## src/rtl/ro_odometer_ctrl_if.sv

```systemverilog
// Control/readout bus between the odometer controller and the scan logic.
// The requester drives START/STOP/MODE/CH_SEL/WIN_LEN and the controller returns status.
interface ro_odometer_ctrl_if #(
  parameter int N_CH  = 8,
  parameter int CNT_W = 16,
  parameter int WIN_W = 20
);
  localparam int CH_W = $clog2(N_CH);

  logic             START;
  logic             STOP;
  logic             MODE;
  logic [CH_W-1:0]  CH_SEL;
  logic [WIN_W-1:0] WIN_LEN;
  logic             BUSY;
  logic             DONE;
  logic [CNT_W-1:0] COUNT;
  logic             OVF;
  logic             ERR;

  modport master (
    output START, STOP, MODE, CH_SEL, WIN_LEN,
    input  BUSY, DONE, COUNT, OVF, ERR
  );

  modport slave (
    input  START, STOP, MODE, CH_SEL, WIN_LEN,
    output BUSY, DONE, COUNT, OVF, ERR
  );
endinterface

```

## src/rtl/ro_odometer_ctrl.sv

```systemverilog
// Ring-oscillator aging odometer: stress all chains or count one chain's edges.
// Define ODO_DUAL_EDGE_EN to count both rising and falling edges.
module ro_odometer_ctrl #(
  parameter int N_CH        = 8,
  parameter int CNT_W       = 16,
  parameter int WIN_W       = 20,
  parameter int SETTLE_CYC  = 16,
  parameter int SYNC_STAGES = 2
) (
  input  logic                CLK,
  input  logic                RSTN,
  ro_odometer_ctrl_if.slave   bus,
  input  logic [N_CH-1:0]     RO_IN,
  output logic [N_CH-1:0]     RO_EN
);
  localparam int CH_W  = $clog2(N_CH);
  localparam int SET_W = $clog2(SETTLE_CYC + 1);

  localparam logic [2:0] S_IDLE   = 3'd0;
  localparam logic [2:0] S_STRESS = 3'd1;
  localparam logic [2:0] S_SETTLE = 3'd2;
  localparam logic [2:0] S_COUNT  = 3'd3;
  localparam logic [2:0] S_FINISH = 3'd4;

  logic [2:0]       state, nstate;
  logic [N_CH-1:0]  sync_q [SYNC_STAGES];
  logic [CH_W-1:0]  ch_q, ch_nxt;
  logic [WIN_W-1:0] win_q, win_cnt;
  logic [SET_W-1:0] set_cnt;
  logic [CNT_W-1:0] edge_cnt, count_q;
  logic             prev_q, sat_q, ovf_q, err_q;
  logic             ro_s, edge_hit;
  logic             ch_ok, go_meas, go_bad, go_stress;
  logic [N_CH-1:0]  en_nxt;

  assign ro_s  = sync_q[SYNC_STAGES-1][ch_q];
  assign ch_ok = 32'(bus.CH_SEL) < N_CH;

`ifdef ODO_DUAL_EDGE_EN
  assign edge_hit = prev_q ^ ro_s;
`else
  assign edge_hit = ~prev_q & ro_s;
`endif

  assign go_stress = (state == S_IDLE) & bus.START & bus.MODE;
  assign go_meas   = (state == S_IDLE) & bus.START & ~bus.MODE & ch_ok;
  assign go_bad    = (state == S_IDLE) & bus.START & ~bus.MODE & ~ch_ok;

  always_comb begin
    nstate = state;
    unique case (1'b1)
      state == S_IDLE: begin
        if (go_stress)    nstate = S_STRESS;
        else if (go_meas) nstate = S_SETTLE;
      end
      state == S_STRESS: begin
        if (bus.STOP) nstate = S_IDLE;
      end
      state == S_SETTLE: begin
        if (set_cnt == '0)
          nstate = (win_q == '0) ? S_FINISH : S_COUNT;
      end
      state == S_COUNT: begin
        if (win_cnt == '0) nstate = S_FINISH;
      end
      default: nstate = S_IDLE;
    endcase
  end

  // Enables are registered from the next state so they track it cycle-exact.
  always_comb begin
    ch_nxt = (state == S_IDLE) ? bus.CH_SEL : ch_q;
    en_nxt = '0;
    if (nstate == S_STRESS)
      en_nxt = '1;
    else if (nstate == S_SETTLE || nstate == S_COUNT)
      en_nxt = N_CH'(1) << ch_nxt;
  end

  always_ff @(posedge CLK or negedge RSTN) begin
    if (!RSTN) begin
      for (int i = 0; i < SYNC_STAGES; i++) sync_q[i] <= '0;
    end else begin
      sync_q[0] <= RO_IN;
      for (int i = 1; i < SYNC_STAGES; i++) sync_q[i] <= sync_q[i-1];
    end
  end

  always_ff @(posedge CLK or negedge RSTN) begin
    if (!RSTN) begin
      state    <= S_IDLE;
      RO_EN    <= '0;
      ch_q     <= '0;
      win_q    <= '0;
      win_cnt  <= '0;
      set_cnt  <= '0;
      edge_cnt <= '0;
      count_q  <= '0;
      prev_q   <= 1'b0;
      sat_q    <= 1'b0;
      ovf_q    <= 1'b0;
      err_q    <= 1'b0;
    end else begin
      state <= nstate;
      RO_EN <= en_nxt;
      if (go_stress) err_q <= 1'b0;
      if (go_bad)    err_q <= 1'b1;
      if (go_meas) begin
        ch_q     <= bus.CH_SEL;
        win_q    <= bus.WIN_LEN;
        set_cnt  <= SET_W'(SETTLE_CYC - 1);
        edge_cnt <= '0;
        sat_q    <= 1'b0;
        count_q  <= '0;
        ovf_q    <= 1'b0;
        err_q    <= 1'b0;
      end
      if (state == S_SETTLE) begin
        prev_q  <= ro_s;
        win_cnt <= win_q - WIN_W'(1);
        if (set_cnt != '0) set_cnt <= set_cnt - SET_W'(1);
      end
      if (state == S_COUNT) begin
        prev_q  <= ro_s;
        win_cnt <= win_cnt - WIN_W'(1);
        if (edge_hit) begin
          if (edge_cnt == '1) sat_q <= 1'b1;
          else                edge_cnt <= edge_cnt + CNT_W'(1);
        end
      end
      if (state == S_FINISH) begin
        count_q <= edge_cnt;
        ovf_q   <= sat_q;
      end
    end
  end

  assign bus.BUSY  = (state != S_IDLE);
  assign bus.DONE  = (state == S_FINISH);
  assign bus.COUNT = count_q;
  assign bus.OVF   = ovf_q;
  assign bus.ERR   = err_q;
endmodule
```

## src/flat_wrapper.sv

```systemverilog
// flat-port wrapper written by rule: the top's interface ports become plain ports
module ro_odometer_ctrl_flat 
#(
  parameter int N_CH        = 8,
  parameter int CNT_W       = 16,
  parameter int WIN_W       = 20,
  parameter int SETTLE_CYC  = 16,
  parameter int SYNC_STAGES = 2
)
  (CLK, RSTN, RO_IN, RO_EN, bus_START, bus_STOP, bus_MODE, bus_CH_SEL, bus_WIN_LEN, bus_BUSY, bus_DONE, bus_COUNT, bus_OVF, bus_ERR);
  ro_odometer_ctrl_if #(.N_CH(N_CH), .CNT_W(CNT_W), .WIN_W(WIN_W)) bus_i ();
  input  logic CLK;
  input  logic RSTN;
  input  logic [N_CH-1:0] RO_IN;
  output logic [N_CH-1:0] RO_EN;
  input wire logic [$bits(bus_i.START)-1:0] bus_START;
  input wire logic [$bits(bus_i.STOP)-1:0] bus_STOP;
  input wire logic [$bits(bus_i.MODE)-1:0] bus_MODE;
  input wire logic [$bits(bus_i.CH_SEL)-1:0] bus_CH_SEL;
  input wire logic [$bits(bus_i.WIN_LEN)-1:0] bus_WIN_LEN;
  output wire logic [$bits(bus_i.BUSY)-1:0] bus_BUSY;
  output wire logic [$bits(bus_i.DONE)-1:0] bus_DONE;
  output wire logic [$bits(bus_i.COUNT)-1:0] bus_COUNT;
  output wire logic [$bits(bus_i.OVF)-1:0] bus_OVF;
  output wire logic [$bits(bus_i.ERR)-1:0] bus_ERR;
  assign bus_i.START = bus_START;
  assign bus_i.STOP = bus_STOP;
  assign bus_i.MODE = bus_MODE;
  assign bus_i.CH_SEL = bus_CH_SEL;
  assign bus_i.WIN_LEN = bus_WIN_LEN;
  assign bus_BUSY = bus_i.BUSY;
  assign bus_DONE = bus_i.DONE;
  assign bus_COUNT = bus_i.COUNT;
  assign bus_OVF = bus_i.OVF;
  assign bus_ERR = bus_i.ERR;
  ro_odometer_ctrl #(.N_CH(N_CH), .CNT_W(CNT_W), .WIN_W(WIN_W), .SETTLE_CYC(SETTLE_CYC), .SYNC_STAGES(SYNC_STAGES)) u_core (.CLK(CLK), .RSTN(RSTN), .bus(bus_i), .RO_IN(RO_IN), .RO_EN(RO_EN));
endmodule
```

## config.mk

```make
export PLATFORM = sky130hd
export DESIGN_NAME = ro_odometer_ctrl_flat
export DESIGN_NICKNAME = d
export VERILOG_FILES = /design/src/rtl/ro_odometer_ctrl_if.sv /design/src/rtl/ro_odometer_ctrl.sv /design/src/flat_wrapper.sv
export SDC_FILE = /design/constraint.sdc
export NUM_CORES = 1
export LEC_CHECK = 0
export CORE_ASPECT_RATIO = 0.5
export CORE_MARGIN = 5
export CORE_UTILIZATION = 51
export CTS_CLUSTER_SIZE = 12
export DETAILED_ROUTE_END_ITERATION = 7
export PLACE_DENSITY = 0.84
export SYNTH_ARGS = -nofsm -noshare
export SYNTH_HDL_FRONTEND = slang
export SYNTH_SLANG_ARGS = --single-unit
```

## constraint.sdc

```tcl
create_clock -name CLK -period 3.3 [get_ports CLK]
set_input_delay 0.495 -clock CLK [delete_from_list [all_inputs] [get_ports CLK]]
set_output_delay 0.495 -clock CLK [all_outputs]
set_load 0.005 [all_outputs]
```

* Word-level counts from Yosys, hierarchy flattened
Index checks and enable logic that the tools add are counted.
** Cells by class
- $lt $le $gt $ge :: 1
- Reduce and logical (&&, ||, !) cells :: 10
- Add/sub/neg operators :: 4
- Shift operators :: 1
- Bitwise gates (word level) :: 6
- Muxes and demuxes :: 33
- Equality and inequality tests :: 8
** Operator list (number)
- 16-bit two-way mux :: 6
- 20-bit zero test :: 2
- 20-bit two-way mux :: 2
- 20-bit by 1-bit subtractor with 20-bit output (second input constant) :: 2
- 3-bit two-way mux :: 7
- 16-bit by 1-bit adder with 16-bit output (second input constant) :: 1
- 16-bit == test (second input constant) :: 1
- 8-bit two-way mux :: 2
- 5-bit two-way mux :: 3
- 3-bit by 2-bit == test with 1-bit output (second input constant) :: 4
- 3-bit case mux with 4 select lines :: 1
- 1-bit two-way mux :: 11
- 1-bit by 3-bit left shift with 8-bit output (first input constant) :: 1
- 3-bit by 1-bit == test with 1-bit output (second input constant) :: 2
- 2-bit nonzero test :: 3
- 5-bit zero test :: 1
- 5-bit nonzero test :: 1
- 5-bit by 1-bit subtractor with 5-bit output (second input constant) :: 1
- 1-bit bitwise AND :: 4
- 3-bit by 4-bit < comparator with 1-bit output (second input constant) :: 1
- 1-bit binary-select mux with 3-bit select :: 1
- 3-bit == test (second input constant) :: 1
- 3-bit zero test :: 1
- 3-bit nonzero test :: 1
- other kinds (2) :: 3
** Word-level totals
- Flip-flop bits (word level) :: 111
- Word-level logic and storage cells :: 77
- Bits of input ports :: 36
- Output and inout bits :: 28

* Depth between registers and ports, before layout
- Depth after elaboration :: 10
- Gate-level depth with buffers :: 11
- Gate-level depth less buffers :: 8

* Worst setup path before layout
No wires, ideal clock.
- Path kind :: register to register
- From :: reg u_core.state[1]
- To :: reg u_core.win_cnt[16]
- Data arrival time :: 3.152 ns
- Library setup time :: 0.094 ns
- Required time :: 3.206 ns
- Path buffers :: 3
- Path slack :: 0.054 ns
- Stages on the path, launching flop included :: 12
- Period minus slack after synthesis :: 3.246 ns
- Cell sequence :: dfrtp_1 > buf_2 > nand3b_1 > buf_6 > clkbuf_1 > mux2i_1 > ha_1 > or4b_4 > or3_4 > a222oi_1 > xnor2_1 > a221oi_2
** On the way
- Cells in the longest elaborated chain, start to end :: 2
- Elaborated cells on any way between the ends :: 4
- Classes of those cells :: eq/ne: 2; mux: 1; reduce/logical: 1
** Ends and longest elaborated chain
- start, declared :: line ro_odometer_ctrl.sv:25 : logic [2:0] state, nstate;
- start signal, assigned :: line ro_odometer_ctrl.sv:104 : state <= nstate;
- 3-bit by 2-bit == test with 1-bit output (on tied branches) :: line ro_odometer_ctrl.sv:123, ro_odometer_ctrl.sv:118
- 20-bit two-way mux / 2-bit nonzero test (equally long branches)
- end signal, assigned :: line ro_odometer_ctrl.sv:120 : win_cnt <= win_q - WIN_W'(1);
- end signal, assigned :: line ro_odometer_ctrl.sv:125 : win_cnt <= win_cnt - WIN_W'(1);
- end, declared :: line ro_odometer_ctrl.sv:28 : logic [WIN_W-1:0] win_q, win_cnt;
Parallel ways exist; a longest one is shown, timed or not.
A chain may end at the register's enable or synchronous reset.

* Final worst setup path
- From :: reg u_core.state[2]
- To :: reg u_core.win_cnt[16]
Same word-level chain as after synthesis.

==> metrics list <==
- Summed over all instances, the cell type with the most area after synthesis is sky130_fd_sc_hd__dfrtp_1.
- Of the total synthesized cell area, the portion taken by full adders, half adders and majority gates is 0.008923.
* Pin count of the biggest net entering global routing: 88
* Number of clock buffers inserted by TritonCTS: 9
- Number of synthesized flops with an enable pin: 0
- 0 antenna diodes ended up in the layout.
- Vias in the first global route: 4,694
- Number of warnings issued by yosys: 0
- The H-tree generated during clock tree synthesis spans 3 levels.
- The floorplan step set the die height to 84.16 um.
* Half-perimeter wire length of the detailed placement result: 9.058 mm
* Element type at the critical path end: register
- After technology mapping, the gate count stands at 601.
- For this design the top-level I/O count stands at 64.
- The routed design could run at a clock period as short as 3.026 ns.
* Synth-to-layout area growth: 19.27%
- Average vias per placed instance: 6.047
- Ranked by instance count, the synthesized netlist is headed by sky130_fd_sc_hd__nand2_1, sky130_fd_sc_hd__dfrtp_1, sky130_fd_sc_hd__o21ai_0.
- Summed over all failing endpoints, the final setup total negative slack is 0 ns.
- Of the cells placed in the final design, the portion with a size suffix greater than 1 is 0.08815.
- The die covers 13,320 um^2.
- Worst-Skew Late Latency: 0.35 ns
- Worst-path clk slew: 0.08 ns
* Number of antenna violations at the first check in global routing: 0
- Num Clock Sinks: 110
* Total global routing overflow: 0
- At the placement stage, the worst setup path has a slack of 0.3327 ns.
- Setup repair after global routing left no endpoint under its margin.
* Met2 global-route usage: 0.3413
- Total core area: 10,880 um^2
* Layer with the highest usage after global routing: met2
* Final design utilization: 0.6150
* GR Util All Layers: 0.2080
- The count of endpoints failing hold in the final timing report was 0.
- Row generation in the floorplan step produced 27 rows.
- The routed design has 13.35 mm of wire.
* Post-synthesis share of cell area spent on and, or, nand and nor gates: 0.2447
- Across all layers, the routed design uses 4,856 vias.
* DRC marker count from the first detailed-route iteration: 526
- Die extent in x: 158.3 um
- In this run the tightest slew margin relative to its limit is 0.2899.
- Post-CTS setup buffer count: 0
- Number of nets in the layout: 693
- Most common flop cell mapped by yosys: sky130_fd_sc_hd__dfrtp_1
- Hold Path Class: in -> async
- Data required time at the worst endpoint: 3.56 ns
- DRC: 0
- Largest vdd supply drop: 0.3292 mV
- Max-cap violations: 0
- Leakage Power: 2.869 nW
- Placer Congestion: 0.9092
- The first global-routing pass estimated 22.59 mm of wire.
- In this run the mean area of a mapped cell was 9.333 um^2.
- Setup violations remaining at the end of the flow were counted as 0.
- Data on the critical path arrives at its endpoint at 3.28 ns.
- The synthesized-area fraction occupied by ao, oa, aoi and oai cells is 0.1564.
- Power per standard cell area: 813.1 nW/um^2
* Transition time at the pin with the least slew margin: 1.065 ns
* Number of cell instances on the worst register-to-register path: 8
- Buffers placed on the I/O ports in this run total 62.
- Of the synthesized area, sequential elements account for 0.4907.
- Maximum clock path buffer count: 2
- Ranked by total cell area, the synthesized netlist is headed by sky130_fd_sc_hd__dfrtp_1, sky130_fd_sc_hd__nand2_1, sky130_fd_sc_hd__mux2i_1.
- Number of pins exceeding their max-slew limit in the final report: 0
- Fmax: 330.4 MHz
- In the post-synthesis netlist, the cell with the most instances is sky130_fd_sc_hd__nand2_1.
* Fillers: 871
* Hold WS: 0.3265 ns
- Outcome: complete, no violations
* Clock skew after layout: 0.008118 ns
- Synthesis-stage register bit count: 110
- Average wire length per cell after detail routing: 16.63 um
* Xor and xnor area share after synthesis: 0.006246
- The first detailed-routing pass took 5 iterations.
* Proportion of register bits with asynchronous set or reset after synthesis: 1.000
- The number of gates resized after CTS was 0.
* Root Buffer Master: sky130_fd_sc_hd__clkbuf_16
- Summed instance area of the synthesized netlist: 5609 um^2
- TritonCTS clock tree: done
* Count of different cell masters after synthesis: 71
* Proportion of synthesized area in mux cells: 0.05376
* Number of nets produced by synthesis: 641
- Critical-path maximum fanout: 5
- The worst setup path is of the reg -> reg kind.
- Final ANT Viol Nets: 0
- Setup slack on the critical path of the routed design comes to 0.2736 ns.
- Global-route track usage on met1: 0.2802
* Largest family of logic cells by synthesized area: simple AND/OR/NAND/NOR gates
- Sort of element at the start of the critical path: register
* Synth top area share: 0.4907
* Hold-fix buffers, CTS: 0
- Post-route fraction of the period consumed by the critical path: 0.9171
- Met3 track demand over resource: 0.04325
- Effective utilization at floorplan: 0.5156
-- worst max-delay path: stages (launching register included) --
cell and delay (ns):
sky130_fd_sc_hd__dfrtp_1 0.38, sky130_fd_sc_hd__nand3b_1 0.24, sky130_fd_sc_hd__mux2i_1 0.24, sky130_fd_sc_hd__ha_1 0.22, sky130_fd_sc_hd__or4b_4 0.50, sky130_fd_sc_hd__or3_1 0.41, sky130_fd_sc_hd__a222oi_1 0.47, sky130_fd_sc_hd__xnor2_1 0.16
sky130_fd_sc_hd__a221oi_2 0.30
-- worst paths after layout --
check                                  from                 end  slack (ns)
setup reg to reg            u_core.state[2]  u_core.win_cnt[16]        0.27
min in group CLK           u_core.sync_q[8]    u_core.sync_q[0]        0.35
hold / removal                         RSTN    u_core.sync_q[8]        0.33
hold reg to reg            u_core.sync_q[8]    u_core.sync_q[0]        0.35
setup / recovery            u_core.state[2]  u_core.win_cnt[16]        0.27
max in group asynchronous              RSTN   u_core.win_cnt[6]        2.12
-- registers in the layout, indices dropped and copies added (netlist names) --
signal / flops
u_core.RO_EN: 8
u_core.win_cnt: 20
u_core.bus.OVF: 1
u_core.state: 3
u_core.set_cnt: 5
u_core.win_q: 20
u_core.sync_q: 16
u_core.edge_cnt: 16
u_core.prev_q: 1
u_core.sat_q: 1
u_core.bus.COUNT: 16
u_core.ch_q: 3
-- through the flow --
stage / std cells / power [mW] / area (um^2)
2_1_floorplan: 601 / 3.592 / 5609
3_3_place_gp: 787 / 4.141 / 6375
3_5_place_dp: 787 / 4.261 / 6375
4_1_cts: 803 / 5.419 / 6690
5_1_grt: 803 / 5.804 / 6690
6_report: 803 / 5.440 / 6690
-- metal layers --
layer / wire [um] / vias to the layer above
met3: 699 / 32
met2: 6655 / 161
met4: 261 / 0
met1: 5735 / 2389
met5: 0 / -
li1: - / 2274
-- final cells by class --
class	count	area (um^2)	share of cell area
clock buffer	9	225.2	0.03366
clock inverter	7	90.09	0.01347
inverter	12	45.04	0.006733
multi-input combinational	443	2653	0.3965
sequential	110	2753	0.4114
tap	145	181.4	0.02712
timing repair buffer	77	743.2	0.1111
-- kinds of logic after synthesis --
family,count (synthesis)
and+or+nand+nor,280
AOI/OAI and AO/OA,127
DFF,110
buffers and inverters,48
muxes,27
adders and majority gates,4
xor gates and xnor gates,4
other,1
-- where the power goes --
part / switching (mW) / total, mW / internal, mW
registers: 0.493 / 2.23 / 1.74
logic: 1.14 / 2.06 / 0.919
clock network: 0.541 / 1.15 / 0.607
-- cells in the final DEF, fill, tap and decap left out, types with 8 or more instances in the layout --
cell type / count
sky130_fd_sc_hd__clkdlybuf4s50_1: 61
sky130_fd_sc_hd__o21ai_0: 40
sky130_fd_sc_hd__a21oi_1: 14
sky130_fd_sc_hd__dfrtp_1: 110
sky130_fd_sc_hd__nor3_1: 25
sky130_fd_sc_hd__inv_1: 12
sky130_fd_sc_hd__buf_4: 15
sky130_fd_sc_hd__or3_1: 9
sky130_fd_sc_hd__o31ai_1: 15
sky130_fd_sc_hd__or4_1: 8
sky130_fd_sc_hd__mux2i_1: 20
sky130_fd_sc_hd__nand2_1: 140
sky130_fd_sc_hd__nand3_1: 12
sky130_fd_sc_hd__nor4_1: 8
sky130_fd_sc_hd__nor2_1: 28
sky130_fd_sc_hd__clkbuf_16: 9
Note: power is estimated with default switching activity, not from simulation.
